===== config.mk =====
export PLATFORM = sky130hd
export DESIGN_NAME = seg_memory_flat
export DESIGN_NICKNAME = d
export VERILOG_FILES = /design/src/rtl/seg_memory_if.sv /design/src/rtl/seg_memory.sv /design/src/flat_wrapper.sv
export SDC_FILE = /design/constraint.sdc
export NUM_CORES = 2
export LEC_CHECK = 0
export CORE_MARGIN = 2
export CORE_UTILIZATION = 45
export DETAILED_ROUTE_END_ITERATION = 8
export GPL_TIMING_DRIVEN = 1
export PLACE_DENSITY = 0.61
export SLEW_MARGIN = 10
export SYNTH_ARGS = -nofsm -noshare
export SYNTH_HDL_FRONTEND = slang
export SYNTH_SLANG_ARGS = --single-unit
export TNS_END_PERCENT = 100

===== constraint.sdc =====
create_clock -name i_clk -period 123.3 [get_ports i_clk]
set_input_delay 12.33 -clock i_clk [delete_from_list [all_inputs] [get_ports i_clk]]
set_output_delay 12.33 -clock i_clk [all_outputs]
set_load 0.02 [all_outputs]

===== src/rtl/seg_memory_if.sv =====
// rtl/seg_memory_if.sv - EX/MEM input and MEM/WB output bundle for the MEM stage
// master drives EX/MEM fields and observes the MEM/WB results; slave is the stage.
interface seg_memory_if #(
   parameter int LEN        = 32,
   parameter int NB_ADDR    = 5,
   parameter int NB_CTRL_WB = 2,
   parameter int NB_CTRL_M  = 9
);
   logic                  i_enable;
   logic [LEN-1:0]        i_PC_branch;
   logic [LEN-1:0]        i_ALU_result;
   logic [LEN-1:0]        i_write_data;
   logic [NB_ADDR-1:0]    i_write_register;
   logic                  i_ALU_zero;
   logic [NB_CTRL_WB-1:0] i_ctrl_wb_bus;
   logic [NB_CTRL_M-1:0]  i_ctrl_mem_bus;

   logic                  o_PC_src;
   logic [LEN-1:0]        o_PC_branch;
   logic [LEN-1:0]        o_read_data;
   logic [LEN-1:0]        o_ALU_result;
   logic [NB_ADDR-1:0]    o_write_register;
   logic [NB_CTRL_WB-1:0] o_ctrl_wb_bus;
   logic                  o_misaligned;

   modport master (
      output i_enable, i_PC_branch, i_ALU_result, i_write_data,
             i_write_register, i_ALU_zero, i_ctrl_wb_bus, i_ctrl_mem_bus,
      input  o_PC_src, o_PC_branch, o_read_data, o_ALU_result,
             o_write_register, o_ctrl_wb_bus, o_misaligned
   );

   modport slave (
      input  i_enable, i_PC_branch, i_ALU_result, i_write_data,
             i_write_register, i_ALU_zero, i_ctrl_wb_bus, i_ctrl_mem_bus,
      output o_PC_src, o_PC_branch, o_read_data, o_ALU_result,
             o_write_register, o_ctrl_wb_bus, o_misaligned
   );
endinterface


===== src/rtl/seg_memory.sv =====
// rtl/seg_memory.sv - MIPS MEM stage: byte/half/word data memory, branch resolve, MEM/WB register
// Memory is flop-based so that reset clears every word and loads can read combinationally.
module seg_memory #(
   parameter int LEN         = 32,
   parameter int NB_ADDR     = 5,
   parameter int NB_CTRL_WB  = 2,
   parameter int NB_CTRL_M   = 9,
   parameter int NB_MEM_ADDR = 6
) (
   input  logic        i_clk,
   input  logic        i_rst,
   seg_memory_if.slave bus
);
   localparam int DEPTH = 1 << NB_MEM_ADDR;

   logic [LEN-1:0]         r_mem [0:DEPTH-1];
   logic [LEN-1:0]         r_read_data;
   logic [LEN-1:0]         r_ALU_result;
   logic [NB_ADDR-1:0]     r_write_register;
   logic [NB_CTRL_WB-1:0]  r_ctrl_wb_bus;
   logic                   r_misaligned;

   logic                   w_mem_read;
   logic                   w_mem_write;
   logic                   w_branch_eq;
   logic                   w_branch_ne;
   logic [1:0]             w_size;
   logic                   w_unsigned;
   logic                   w_is_byte;
   logic                   w_is_half;
   logic                   w_is_word;
   logic [NB_MEM_ADDR-1:0] w_word_idx;
   logic [1:0]             w_lane;
   logic                   w_misaligned;
   logic [LEN-1:0]         w_word;
   logic [LEN-1:0]         w_shifted;
   logic [15:0]            w_half;
   logic [LEN-1:0]         w_load_data;
   logic [LEN-1:0]         w_store_mask;
   logic [LEN-1:0]         w_store_lanes;
   logic [LEN-1:0]         w_store_word;
   logic                   w_write_en;
   logic [NB_CTRL_WB-1:0]  w_ctrl_wb_next;
   logic                   w_unused_bits;

   assign w_mem_read  = bus.i_ctrl_mem_bus[0];
   assign w_mem_write = bus.i_ctrl_mem_bus[1];
   assign w_branch_eq = bus.i_ctrl_mem_bus[2];
   assign w_branch_ne = bus.i_ctrl_mem_bus[3];
   assign w_size      = bus.i_ctrl_mem_bus[5:4];
   assign w_unsigned  = bus.i_ctrl_mem_bus[6];

   // Size 10 is reserved and treated as a word access.
   assign w_is_byte = (w_size == 2'b00);
   assign w_is_half = (w_size == 2'b01);
   assign w_is_word = w_size[1];

   assign w_word_idx = bus.i_ALU_result[NB_MEM_ADDR+1:2];
   assign w_lane     = bus.i_ALU_result[1:0];

   assign w_misaligned = (w_is_half & w_lane[0]) | (w_is_word & (w_lane != 2'b00));

   assign w_unused_bits = ^{bus.i_ALU_result[LEN-1:NB_MEM_ADDR+2],
                            bus.i_ctrl_mem_bus[NB_CTRL_M-1:7]};

   assign bus.o_PC_src    = (w_branch_eq & bus.i_ALU_zero) | (w_branch_ne & ~bus.i_ALU_zero);
   assign bus.o_PC_branch = bus.i_PC_branch;

   assign w_word    = r_mem[w_word_idx];
   assign w_shifted = w_word >> {w_lane, 3'b000};
   assign w_half    = w_lane[1] ? w_word[31:16] : w_word[15:0];

   always_comb begin
      w_load_data = '0;
      if (w_mem_read && !w_misaligned) begin
         if (w_is_byte) begin
            w_load_data = w_unsigned ? {{(LEN-8){1'b0}}, w_shifted[7:0]}
                                     : {{(LEN-8){w_shifted[7]}}, w_shifted[7:0]};
         end else if (w_is_half) begin
            w_load_data = w_unsigned ? {{(LEN-16){1'b0}}, w_half}
                                     : {{(LEN-16){w_half[15]}}, w_half};
         end else begin
            w_load_data = w_word;
         end
      end
   end

   // Replicate the store data across lanes, then merge under a lane mask.
   always_comb begin
      w_store_mask  = '1;
      w_store_lanes = bus.i_write_data;
      if (w_is_byte) begin
         w_store_mask  = {{(LEN-8){1'b0}}, 8'hFF} << {w_lane, 3'b000};
         w_store_lanes = {4{bus.i_write_data[7:0]}};
      end else if (w_is_half) begin
         w_store_mask  = w_lane[1] ? 32'hFFFF_0000 : 32'h0000_FFFF;
         w_store_lanes = {2{bus.i_write_data[15:0]}};
      end
   end

   assign w_store_word = (w_word & ~w_store_mask) | (w_store_lanes & w_store_mask);
   assign w_write_en   = bus.i_enable & w_mem_write & ~w_misaligned;

   always_comb begin
      w_ctrl_wb_next    = bus.i_ctrl_wb_bus;
      w_ctrl_wb_next[0] = bus.i_ctrl_wb_bus[0] & ~(w_mem_read & w_misaligned);
   end

   always_ff @(posedge i_clk or posedge i_rst) begin
      if (i_rst) begin
         for (int i = 0; i < DEPTH; i++) begin
            r_mem[i] <= '0;
         end
      end else if (w_write_en) begin
         r_mem[w_word_idx] <= w_store_word;
      end
   end

   always_ff @(posedge i_clk or posedge i_rst) begin
      if (i_rst) begin
         r_read_data      <= '0;
         r_ALU_result     <= '0;
         r_write_register <= '0;
         r_ctrl_wb_bus    <= '0;
         r_misaligned     <= 1'b0;
      end else if (bus.i_enable) begin
         r_read_data      <= w_load_data;
         r_ALU_result     <= bus.i_ALU_result;
         r_write_register <= bus.i_write_register;
         r_ctrl_wb_bus    <= w_ctrl_wb_next;
         r_misaligned     <= (w_mem_read | w_mem_write) & w_misaligned;
      end
   end

   assign bus.o_read_data      = r_read_data;
   assign bus.o_ALU_result     = r_ALU_result;
   assign bus.o_write_register = r_write_register;
   assign bus.o_ctrl_wb_bus    = r_ctrl_wb_bus;
   assign bus.o_misaligned     = r_misaligned;
endmodule

===== src/flat_wrapper.sv =====
// flat-port wrapper written by rule: the top's interface ports become plain ports
module seg_memory_flat 
#(
   parameter int LEN         = 32,
   parameter int NB_ADDR     = 5,
   parameter int NB_CTRL_WB  = 2,
   parameter int NB_CTRL_M   = 9,
   parameter int NB_MEM_ADDR = 6
)
  (i_clk, i_rst, bus_i_enable, bus_i_PC_branch, bus_i_ALU_result, bus_i_write_data, bus_i_write_register, bus_i_ALU_zero, bus_i_ctrl_wb_bus, bus_i_ctrl_mem_bus, bus_o_PC_src, bus_o_PC_branch, bus_o_read_data, bus_o_ALU_result, bus_o_write_register, bus_o_ctrl_wb_bus, bus_o_misaligned);
  seg_memory_if #(.LEN(LEN), .NB_ADDR(NB_ADDR), .NB_CTRL_WB(NB_CTRL_WB), .NB_CTRL_M(NB_CTRL_M)) bus_i ();
  input  logic i_clk;
  input  logic i_rst;
  input wire logic [$bits(bus_i.i_enable)-1:0] bus_i_enable;
  input wire logic [$bits(bus_i.i_PC_branch)-1:0] bus_i_PC_branch;
  input wire logic [$bits(bus_i.i_ALU_result)-1:0] bus_i_ALU_result;
  input wire logic [$bits(bus_i.i_write_data)-1:0] bus_i_write_data;
  input wire logic [$bits(bus_i.i_write_register)-1:0] bus_i_write_register;
  input wire logic [$bits(bus_i.i_ALU_zero)-1:0] bus_i_ALU_zero;
  input wire logic [$bits(bus_i.i_ctrl_wb_bus)-1:0] bus_i_ctrl_wb_bus;
  input wire logic [$bits(bus_i.i_ctrl_mem_bus)-1:0] bus_i_ctrl_mem_bus;
  output wire logic [$bits(bus_i.o_PC_src)-1:0] bus_o_PC_src;
  output wire logic [$bits(bus_i.o_PC_branch)-1:0] bus_o_PC_branch;
  output wire logic [$bits(bus_i.o_read_data)-1:0] bus_o_read_data;
  output wire logic [$bits(bus_i.o_ALU_result)-1:0] bus_o_ALU_result;
  output wire logic [$bits(bus_i.o_write_register)-1:0] bus_o_write_register;
  output wire logic [$bits(bus_i.o_ctrl_wb_bus)-1:0] bus_o_ctrl_wb_bus;
  output wire logic [$bits(bus_i.o_misaligned)-1:0] bus_o_misaligned;
  assign bus_i.i_enable = bus_i_enable;
  assign bus_i.i_PC_branch = bus_i_PC_branch;
  assign bus_i.i_ALU_result = bus_i_ALU_result;
  assign bus_i.i_write_data = bus_i_write_data;
  assign bus_i.i_write_register = bus_i_write_register;
  assign bus_i.i_ALU_zero = bus_i_ALU_zero;
  assign bus_i.i_ctrl_wb_bus = bus_i_ctrl_wb_bus;
  assign bus_i.i_ctrl_mem_bus = bus_i_ctrl_mem_bus;
  assign bus_o_PC_src = bus_i.o_PC_src;
  assign bus_o_PC_branch = bus_i.o_PC_branch;
  assign bus_o_read_data = bus_i.o_read_data;
  assign bus_o_ALU_result = bus_i.o_ALU_result;
  assign bus_o_write_register = bus_i.o_write_register;
  assign bus_o_ctrl_wb_bus = bus_i.o_ctrl_wb_bus;
  assign bus_o_misaligned = bus_i.o_misaligned;
  seg_memory #(.LEN(LEN), .NB_ADDR(NB_ADDR), .NB_CTRL_WB(NB_CTRL_WB), .NB_CTRL_M(NB_CTRL_M), .NB_MEM_ADDR(NB_MEM_ADDR)) u_core (.i_clk(i_clk), .i_rst(i_rst), .bus(bus_i));
endmodule

# == Yosys cells after proc, flatten, opt, wreduce, memory -nomap -nowiden ==
# Cells that the tools add are included.
# word_totals
ff_bits,2120
inputBits,116
out_inout_bits,105
wordCells,116
# classes
order_cmp,2
n_eq_ne,1
shifts,2
muxes,17
n_bitwise,20
reduce_logical,5
# ops
operator,n
$bwmux 2048,1
$mux 32,13
$bmux 32 s6,1
$demux 32 s6,1
$and 32x32->32,2
$not 32->32,1
$or 32x32->32,1
$shl 8x5->32 const A,1
$shr 32x5->8,1
$mux 16,1
$and 1x1->1,9
$ge 7x7->1 const B,1
$lt 7x1->1 const B,1
$not 6->7,1
$not 1->1,3
$or 1x1->1,3
$eq 2x1->1 const B,1
$logic_and 1x1->1,2
$logic_not 2->1,1
$reduce_bool 2->1,1
$logic_not 1->1,1

# == Logic depth before layout (Yosys ltp) ==
# logic_depth
word_depth,9
ltp_mapped,15
depth_no_buf,8

# == Worst setup path after synthesis ==
# Ideal clock, no wire load.
# synth_timing
path_kind,input-to-output
start,input port bus_i_ALU_zero
end,output port bus_o_PC_src
arrival_time_ps,12695
required_ps,110970
setup_slack_ps,98275
cell_stages,1
path_buffers,0
cell_sequence,mux2_2
# synth_via
elab_chain_cells,3
word_cells_on_any_way,4
cone_classes,bitwise (4)
# synth_rtl
element,line_no,source
from (decl),flat_wrapper.sv:19,input wire logic [$bits(bus_i.i_ALU_zero)-1:0] bus_i_ALU_zero;
$not 1->1,seg_memory.sv:66,assign bus.o_PC_src = (w_branch_eq & bus.i_ALU_zero) | (w_branch_ne & ~bus.i_ALU_zero);
$and 1x1->1,seg_memory.sv:66,
$or 1x1->1 *,seg_memory.sv:66,
to (decl),flat_wrapper.sv:22,output wire logic [$bits(bus_i.o_PC_src)-1:0] bus_o_PC_src;
# Mark *: on every way between the ends. The rest lies on a longest branch, timed or not.

# == Worst setup path in the final report ==
# Same ends and word-level chain as after synthesis.

==> results.txt <==
----------------------------------------------------
[GRT]
  Global-route congestion overflow total ... 0
  Initial antenna violation count ... 12
  Pin count of the biggest net entering global routing ... 193
  First-pass GRT wire length ... 475200 microns
  Number of global-route vias before repair ... 68462
  GRT Overall Usage ... 31.52%

[Clock network]
  Clk slew on worst S/H paths ... 60 ps
  Hold_buf cts ... 0
  TritonCTS Buffers ... 218
  CTS tree ... done
  Clock Latency Late Sink ... 890 ps
  H-tree depth reported by CTS ... 4
  TritonCTS sink count ... 2120
  Post-CTS setup buffer count ... 0
  Master cell of the clock root buffer ... clkbuf_16
  Number of buffers on the longest clock path ... 3
  Post-cts resize count ... 0

[Worst setup path]
  Category of the worst setup path capture point ... output port
  Arrival time reported for the critical path endpoint ... 13650 ps
  Launching element of the worst setup path ... bus_i_ALU_zero
  Crit-path max FO ... 1
  Type of origin of the critical path ... input port
  Critical path class ... input port to output port
  Critical Path RT ... 110970 ps
  FF-to-FF Start ... u_core.r_mem[1417]$_DFFE_PP0P_

[Timing]
  Setup skew after layout ... 50.59 ps
  Slew Limit Headroom ... 2.671%
  Total negative slack for setup checks ... 0 ps
  Transition at the pin with the smallest max-transition slack ... 1460 ps
  Final cycle utilization of the critical path ... 21.07%
  Final setup violation count ... 0
  F_max ... 38.49 MHz
  Count of pins over their slew limit ... 0
  Number of endpoints with negative hold slack in the final report ... 0
  Clock period minus worst slack ... 25980 ps
  Unrepaired setup endpoints after global routing ... false

[Synth]
  Share of synthesized area occupied by flip-flops and latches ... 58.80%
  Area share of the largest cell type after synthesis ... 58.80%
  Post-Synthesis Mean Instance Area ... 10.08 sq um
  Top cells by area, synth ... dfrtp_1, o21ai_0, nand2_1
  Syn Nets ... 9062
  Leading area contributor after synthesis ... dfrtp_1
  Total of flip-flops plus latches after synthesis ... 2120
  Synth cell types ... 80
  Mapped Cells ... 8946
  Area of the mapped netlist ... 0.09022 sq mm
  Share of synthesized registers carrying an async set or reset ... 100.0%
  Yosys synthesis warning count ... 0
  Count leader, synth ... dfrtp_1
  Most used flip-flop cell after synthesis ... dfrtp_1
  Post-synth EDFFs ... 0
  Leading cell types by count after synthesis ... dfrtp_1, nand2_1, o21ai_0

[Floorplanning]
  Horizontal extent of the die ... 451.8 microns
  Number of rows in the core area ... 164
  Vert. Die Dim ... 451.8 microns
  Core area ... 0.1995 sq mm
  Top-Level Pins ... 221
  Initial Utilization ... 45.23%
  Area enclosed by the die boundary ... 0.2041 sq mm

[Power and ir drop]
  Static power due to leakage ... 43.71 nW
  Switching share of total power ... 25.72%
  Combinational group share of total power ... 8.0%
  PwrDens ... 15.29 mW/mm^2
  Internal portion of total power ... 1.145 mW
  Net switching power ... 0.3966 mW
  Worst IR drop on VDD ... 0.00001575 V
  Sequential share of power ... 48.2%
  Share of total power in the clock network ... 43.7%

[Drt]
  Mean routed wirelength per cell ... 28.15 microns
  First-pass iteration count of the detailed router ... 9
  Starting DRT DRC Count ... 8363
  Total detailed-routing wirelength ... 323800 microns
  Via total after detailed routing ... 71200
  Mean number of vias per cell ... 6.191
  DRC violation count after routing ... 1
  Number of nets with antenna violations after routing ... 0

[Placement]
  Routability congestion estimate from global placement ... 0.8995
  Instance area at placement ... 0.09340 sq mm
  Count of input and output buffers ... 154
  DP Wirelength ... 187000 microns

[Cells and area]
  Final standard cell area without fillers ... 0.1008 sq mm
  Final core occ ... 50.55%
  Sequential cell area in the final layout ... 0.05305 sq mm
  Layout cell share with drive strength beyond 1 ... 11.50%
  Area occupied by multi-input gates ... 0.03354 sq mm
  Count of fill cells added during filler insertion ... 18098
  Total number of nets in the final design ... 8757
  Layout area overhead ... 11.75%

[Run]
  Max-cap check violation count ... 0

[Hold path]
  Startpoint of the worst hold path ... u_core.r_mem[1288]$_DFFE_PP0P_
  Path category of the worst min-delay check ... flip-flop to flip-flop

[Outcome]
  Outcome ... finished with violations
  Violated checks ... DRC

----------------------------------------------------
## registers in the layout (all words and copies together), names as in the netlist
signal                       count
u_core.bus.o_read_data          32
u_core.bus.o_ALU_result         32
u_core.bus.o_misaligned          1
u_core.r_mem                  2048
u_core.bus.o_ctrl_wb_bus         2
u_core.bus.o_write_register      5
## worst paths after layout
check	end	slack (ps)	cells past startpoint
hold / removal	u_core.r_mem[1288]$_DFFE_PP0P_	470	2
min in group asynchronous	u_core.r_mem[447]$_DFFE_PP0P_	11980	2
setup reg to reg	u_core.r_mem[1321]$_DFFE_PP0P_	118830	9
hold reg to reg	u_core.r_mem[1288]$_DFFE_PP0P_	470	2
max in group asynchronous	u_core.r_mem[963]$_DFFE_PP0P_	105140	8
setup / recovery	bus_o_PC_src	97320	3
## critical path, stage by stage
cell	delay (ps)
clkdlybuf4s50_1	460
mux2_2	330
clkdlybuf4s50_1	530
## cell type report
type	count	area share, %
Antenna cell	17	0.04220
Tap cell	2656	3.296
Clock inverter	78	0.9035
Timing Repair Buffer	385	3.403
Sequential cell	2120	52.62
Clock buffer	328	6.398
Multi-Input combinational cell	5899	33.27
Inverter	17	0.07074
## cells in the final DEF (no fill, tap or decap), types with 9 or more instances in the layout
cell,netlist,layout
buf_12,0,12
clkinv_2,0,47
o21ai_0,1951,1951
o22ai_1,46,46
nand2_1,2073,2008
dfrtp_1,2120,2120
mux2_2,255,254
a22oi_1,536,536
and4_1,19,19
nor3_1,22,20
clkbuf_16,0,219
o2bb2ai_1,28,28
nand3_1,27,27
a31oi_1,81,81
diode_2,0,17
o211ai_1,13,13
a21oi_1,101,99
clkbuf_8,0,57
and3_1,15,14
bufinv_16,0,11
nand2b_1,10,10
inv_1,14,13
o221ai_1,10,10
clkdlybuf4s50_1,0,150
mux2i_1,110,109
nor4_1,19,14
nor2_1,69,65
nand2_2,0,65
clkbuf_1,654,53
buf_4,42,219
mux4_2,30,30
a221o_1,22,22
nand4_1,55,55
a22o_1,91,91
a222oi_1,32,32
a21oi_4,0,9
a221oi_1,144,144
## kinds of logic (layout without fill, tap and decap cells)
kind of cell | count (synthesis) | after routing | share of synthesized area (%)
AO/OA/AOI/OAI | 3133 | 3133 | 20.83
buffers and inverters | 927 | 808 | 4.552
flip-flops | 2120 | 2120 | 58.80
multiplexers | 398 | 398 | 5.192
other | 0 | 17 | 0
AND/OR/NAND/NOR | 2368 | 2368 | 10.62
## metrics by stage
stage,instances,power (mW),hold slack (ps),setup slack [ps]
final,11500,1.542,472.6,97320
after detailed placement,11077,0.8776,463.7,97310
after floorplan,8946,0.8306,441.3,51080
after global placement,11077,0.8729,454.5,97320
after global routing,11488,1.591,492.8,97290
after CTS,11483,1.545,476.3,97310
## power by group through the flow
stage | clock, mW | sequential, mW | combinational (mW)
finish | 0.674 | 0.744 | 0.124
global route | 0.711 | 0.747 | 0.134
CTS | 0.680 | 0.743 | 0.122
detailed placement | 0 | 0.756 | 0.122
global placement | 0 | 0.754 | 0.119
floorplan | 0 | 0.758 | 0.0727
## per-layer routing
layer  track usage, %  vias up  share of wire (%)
met5                0        -              0.014
met4            13.96        6                4.8
met3            7.825      755                 10
met2            47.20     3588                 44
met1            43.47    35904                 41
li1                 -    30947                  -
Power figures use the tool's default switching activity.
